$ cat config.mk
export PLATFORM = sky130hd
export DESIGN_NAME = mem_arbiter
export DESIGN_NICKNAME = d
export VERILOG_FILES = /design/src/rtl/mem_arbiter.sv
export SDC_FILE = /design/constraint.sdc
export NUM_CORES = 1
export LEC_CHECK = 0
export ABC_CLOCK_PERIOD_IN_PS = 2070
export BUFFER_PORTS_ARGS = -buffer_cell sky130_fd_sc_hd__buf_2
export CAP_MARGIN = 20
export CORE_MARGIN = 2
export CORE_UTILIZATION = 30
export DETAILED_ROUTE_END_ITERATION = 12
export PLACE_DENSITY = 0.59
export SYNTH_ARGS = -nofsm -noshare
export SYNTH_HDL_FRONTEND = slang
export SYNTH_SLANG_ARGS = --single-unit
$ cat constraint.sdc
create_clock -name clk -period 2.07 [get_ports clk]
set_clock_uncertainty 0.2 [all_clocks]
set_input_delay 0 -clock clk [delete_from_list [all_inputs] [get_ports clk]]
set_output_delay 0 -clock clk [all_outputs]
set_load 0.02 [all_outputs]
$ cat src/rtl/mem_arbiter.sv
// Round-robin arbiter sharing one single-port memory between fetch and data.
// One access every three cycles: accept in IDLE, drive memory in ISSUE, respond in WAIT.
module mem_arbiter #(
  parameter int AW = 32
) (
  input  logic          clk,
  input  logic          rst_n,
  input  logic          f_req,
  input  logic [AW-1:0] f_addr,
  input  logic          d_req,
  input  logic [AW-1:0] d_addr,
  input  logic          d_we,
  input  logic [31:0]   d_wdata,
  output logic          f_gnt,
  output logic          d_gnt,
  output logic          f_rvalid,
  output logic          d_rvalid,
  output logic [31:0]   rdata,
  output logic          err,
  output logic          mem_en,
  output logic          mem_we,
  output logic [AW-3:0] mem_addr,
  output logic [31:0]   mem_wdata,
  input  logic [31:0]   mem_rdata
);

  typedef enum logic [1:0] {
    IDLE  = 2'd0,
    ISSUE = 2'd1,
    WAIT  = 2'd2
  } state_e;

  state_e        state_q, state_d;
  logic          owner_q, owner_d;
  logic          last_q, last_d;
  logic [AW-1:0] addr_q, addr_d;
  logic          we_q, we_d;
  logic [31:0]   wdata_q, wdata_d;

  logic in_issue;
  logic in_wait;
  logic mis;
  logic live;

  // owner/last: 0 = fetch port, 1 = data port
  always_comb begin
    state_d = state_q;
    owner_d = owner_q;
    last_d  = last_q;
    addr_d  = addr_q;
    we_d    = we_q;
    wdata_d = wdata_q;
    unique case (state_q)
      IDLE: begin
        if (f_req || d_req) begin
          owner_d = d_req && (!f_req || !last_q);
          last_d  = owner_d;
          addr_d  = owner_d ? d_addr : f_addr;
          we_d    = owner_d && d_we;
          wdata_d = owner_d ? d_wdata : '0;
          state_d = ISSUE;
        end
      end
      ISSUE:   state_d = WAIT;
      WAIT:    state_d = IDLE;
      default: state_d = IDLE;
    endcase
  end

  always_ff @(posedge clk) begin
    if (!rst_n) begin
      state_q <= IDLE;
      owner_q <= 1'b0;
      last_q  <= 1'b0;
      addr_q  <= '0;
      we_q    <= 1'b0;
      wdata_q <= '0;
    end else begin
      state_q <= state_d;
      owner_q <= owner_d;
      last_q  <= last_d;
      addr_q  <= addr_d;
      we_q    <= we_d;
      wdata_q <= wdata_d;
    end
  end

  assign in_issue = (state_q == ISSUE);
  assign in_wait  = (state_q == WAIT);
  assign mis      = |addr_q[1:0];
  // a reset during WAIT swallows the response
  assign live     = in_wait && rst_n;

  assign f_gnt     = in_issue && !owner_q;
  assign d_gnt     = in_issue && owner_q;
  assign mem_en    = in_issue && !mis;
  assign mem_we    = mem_en && we_q;
  assign mem_addr  = mem_en ? addr_q[AW-1:2] : '0;
  assign mem_wdata = mem_en ? wdata_q : '0;

  assign f_rvalid = live && !owner_q;
  assign d_rvalid = live && owner_q;
  assign err      = live && mis;
  assign rdata    = (live && !mis && !we_q) ? mem_rdata : '0;

endmodule

---- Word level (Yosys, flattened, before mapping) ----
Cells that the tools add are included.
W data, S select, Z words.
word-level totals
  bits in registers ....................... 68
  input port bits ......................... 133
  output and inout bits ................... 101
  word-level logic and storage cells ...... 36
cells by class
  eq/ne operators ......................... 3
  mux-type cells .......................... 7
  reductions and logical operators ........ 21
operators with widths
  operator              count
  $mux W32              4
  $mux W30              1
  $logic_and A1 B1 Y1   12
  $logic_not A1 Y1      4
  $pmux W2 S2           1
  $eq A2 B1 Y1 const B  1
  $eq A2 B2 Y1 const B  1
  $logic_not A2 Y1      1
  $logic_or A1 B1 Y1    2
  $mux W2               1
  $ne A2 B2 Y1 const B  1
  $reduce_and A2 Y1     1
  $reduce_or A2 Y1      1

---- Depth between registers and ports, before layout ----
  word-level depth ........................ 5
  gate-level depth with buffers ........... 6
  gate-level depth less buffers ........... 3

---- Worst setup path before layout ----
OpenSTA, ideal clock, no wires.
  path type ............................... flip-flop to output port
  start point ............................. register state_q[1]
  end point ............................... output mem_wdata[22]
  data arrival time ....................... 1,443 ps
  slack ................................... 427 ps
  stages on the path, launching flop included .. 5
  buffers on the path ..................... 1
  path through ............................ dfxtp_1 > nand2b_1 > nor3_2 > clkbuf_1 > and2_1
on the way
  word-level cells in the longest chain between the ends .. 3
ends and longest elaborated chain
  what                    line  RTL
  start, declared         33    state_e state_q, state_d;
  start signal, assigned  79    state_q <= state_d;
  $eq A2 B1 Y1            88    assign in_issue = (state_q == ISSUE);
  $logic_and A1 B1 Y1     96    assign mem_en = in_issue && !mis;
  named net mem_en        20    output logic mem_en,
  $mux W32                99    assign mem_wdata = mem_en ? wdata_q : '0;
  end, declared           23    output logic [31:0] mem_wdata,
The timed path passes the listed nets, and every way through them passes these cells.

---- Worst setup path after layout ----
  start point ............................. input rst_n
  end point ............................... register addr_q[24]
RTL lines
  what                  line  RTL
  start, declared       7     input logic rst_n,
  end signal, assigned  82    addr_q <= addr_d;
  end, declared         36    logic [AW-1:0] addr_q, addr_d;
No word-level cell between the ends.

==> results by group <==
Worst setup path
  – Setup slack, reg-to-reg: 0.13 ns
  – Setup crit end kind: flop
  – Setup crit start kind: primary input
  – Origin of the critical flop-to-flop path: last_q
  – Worst EP arrival: 1.95 ns
  – CP max FO: 23
  – Req. time, crit path: ~2.1 ns
  – RR Endpoint: addr_q[24]
  – CP startpoint: rst_n
  – CP Class: primary input to flop
  – Worst R2R Path Depth: 5
  – Crit path capture: addr_q[24]

CTS
  – H-tree Lvls: 3
  – Root Buffer: clkbuf_16
  – TritonCTS Buffers: 9
  – Clock net sink count: 68
  – Clk buf depth: 2
  – Clock-pin slew on the worst setup and hold paths: 0.06 ns
  – Latest clock arrival within the worst-skew pair: 0.33 ns
  – CTS tree: built

Route
  – Met3 wire length: around 900 um
  – M1 WL: 5460 um
  – Met2 WL: 5700 um
  – Highest metal used: met4
  – Initial DRT Pass Iterations: 4
  – Wirelength per Cell: 14.3 um
  – DR vias/cell: 4.69
  – Drt drc: 0
  – Vias: 4020
  – First-iteration detailed-routing DRC count: roughly 220
  – Final ANT Viol Nets: 0
  – Routed WL: 12200 um

Layout
  – Nets: 842
  – Final Cell Area: 6100 sq um
  – Post-Layout Cell Count: approximately 860
  – Filler instances: 1005
  – Layout cells sized above 1: 0.427
  – FF/Latch Area: 1360 sq um
  – Antenna diode count: 0
  – Multi-input logic area: slightly below 2000 sq um
  – Layout Area Growth over Synthesis: 76.8%

Global route
  – GRT Util Overall: 0.187
  – Initial antenna violation count: 0
  – First-pass GRT wire length: approximately 19000 um
  – Vias in the first global route: 3973
  – Total grt overflow: 0
  – Largest net degree at the start of global routing: 34

Logic synthesis
  – Synthesized area: 3450 sq um
  – Post-synthesis compound-gate area fraction: 0.278
  – YS warnings: 0
  – Adder-Cell Fraction of Synth Area: 0
  – Xor/xnor cell area share of the yosys netlist: 0
  – Largest family of logic cells by synthesized area: compound AO/OA/AOI/OAI gates
  – Register bit total from synthesis: 68
  – Post-synthesis mux area share: 0
  – Syn avg cell area: approximately 8.9 sq um
  – Cells after synthesis: 386
  – Register area share after synthesis: 0.395
  – Post-synth cell types: 24
  – Syn nets: 519
  – Post-synthesis simple-gate area fraction: 0.270

Die
  – IO Count: 234
  – Die area: between 10000 and 15000 sq um
  – Core Area: 11300 sq um
  – Die Y: 111 um
  – Die W: 111 um
  – Num rows: 39
  – Initial core utilization: 0.304

Flow run
  – Max Cap Viol: 0

Power and ir drop
  – Pwr per Cell Area: 658 nW/um^2
  – Lkg Pwr: roughly 3.0 nW
  – Worst vdd rail ir drop: 381 uV

Placement
  – Gpl congestion: approximately 0.80
  – Place WS: 0.436 ns
  – Cells after DPL: 739
  – # port buffers: 233
  – Detailed placer's ending HPWL: 7970 um
  – Dpl cell area: about 4700 sq um

Status
  – Status: completed

STA
  – Final Cycle Share: 0.937
  – Fin. Hold Viols: 0
  – Post-route setup TNS: 0 ns
  – Hold WS: ~0.069 ns
  – Fmax: 0.516 GHz
  – Slew margin rel.: 0.754
  – Final setup viols: 0
  – Worst Tran Pin Value: 0.369 ns
  – Max Slew Vio Count: 0
  – Final worst path period need: 1.94 ns
  – Final Worst Setup Slack: around 0.13 ns
  – RSZ-0062 raised after global routing: no

Worst hold path
  – Hold Crit Class: primary input to flop
## flip-flops by register name, summed over array words and instances, names as in the netlist
register and flops:
last_q 1, state_q 2, we_q 1, addr_q 32, wdata_q 32
## worst min-delay path by stage
stage | from | end | depth (start not counted)
final | f_req | addr_q[2] | 5
after global routing | f_req | addr_q[22] | 5
after CTS | f_req | addr_q[2] | 5
after detailed placement | d_we | we_q | 2
after global placement | d_wdata[10] | wdata_q[10] | 2
after floorplan | f_req | last_q | 1
## per-layer routing
layer,global-route usage,vias to the layer above
met5,0,-
met1,0.242,1832
met3,0.0508,18
li1,-,1993
met4,0.0584,0
met2,0.304,177
## through the flow
step           power, mW  utilization
6_report            4.01        0.538
5_1_grt             4.23        0.538
4_1_cts             4.03        0.535
3_5_place_dp        2.28        0.419
3_3_place_gp        2.27        0.419
2_1_floorplan       2.00            -
## cell usage in the layout, fill, tap and decap left out
master / Yosys / layout
dfxtp_1: 68 / 67
nand2b_1: 1 / 1
a21boi_4: 0 / 1
and2_2: 0 / 1
buf_4: 0 / 11
or2_1: 1 / 1
a21bo_4: 0 / 1
a21oi_1: 33 / 33
buf_2: 13 / 234
buf_12: 0 / 1
nor4_2: 1 / 1
dlygate4sd3_1: 0 / 100
a21oi_2: 1 / 1
and2_1: 96 / 95
clkinvlp_4: 0 / 2
inv_1: 1 / 1
inv_2: 1 / 1
inv_6: 0 / 4
nor2_4: 0 / 1
nor3_4: 0 / 1
and3_1: 1 / 1
and4_1: 1 / 1
a311oi_2: 30 / 30
buf_6: 4 / 4
nand3b_1: 1 / 1
nor2_1: 8 / 7
a311oi_1: 3 / 3
bufinv_16: 0 / 1
clkbuf_16: 0 / 9
a22o_1: 33 / 33
dfxtp_2: 0 / 1
nand2_1: 65 / 65
## cell type report
class                   instances  area share
inverters                       2     0.00123
well taps                     143      0.0294
clock buffers                   9      0.0369
clock inverters                 7      0.0131
repair buffers                350       0.381
multi-input cells             278       0.315
flip-flops and latches         68       0.224
## critical path, cell delays in order
cell and delay [ns]:
dlygate4sd3_1 0.55, buf_2 0.15, inv_2 0.28, buf_6 0.32, a311oi_2 0.06, dlygate4sd3_1 0.58
## synth_stat cells (all sizes together)
cell type | number | area share
nand3b | 1 | 0.0022
a21bo | 1 | 0.0029
clkbuf | 18 | 0.020
or2 | 1 | 0.0018
nand2b | 1 | 0.0018
a21boi | 1 | 0.0022
nand2 | 65 | 0.071
inv | 2 | 0.0022
dfxtp | 68 | 0.39
and2 | 96 | 0.17
a311oi | 33 | 0.14
a22o | 33 | 0.084
nor2 | 8 | 0.0087
and3 | 1 | 0.0018
a21oi | 34 | 0.050
nor4 | 1 | 0.0036
buf | 20 | 0.035
nor3 | 1 | 0.0029
and4 | 1 | 0.0025
## kinds of logic after synthesis
group                  Yosys count
and+or+nand+nor                176
AOI/OAI and AO/OA              102
DFF                             68
buffers and inverters           40
## repair_timing
action	CTS	global route
setup endpoints to repair	0	12
endpoints found under the hold margin	67	0
gates resized for setup	0	7
hold buffers	100	0
buffers inserted	0	1
## where the power goes
group	switching [mW]	internal (mW)	total, mW	leakage (nW)
combinational	0.456	0.477	0.933	2.31
clock	0.632	0.950	1.58	0.143
sequential	0.0681	1.43	1.50	0.561
No activity file was read; power rests on OpenSTA's default activity.
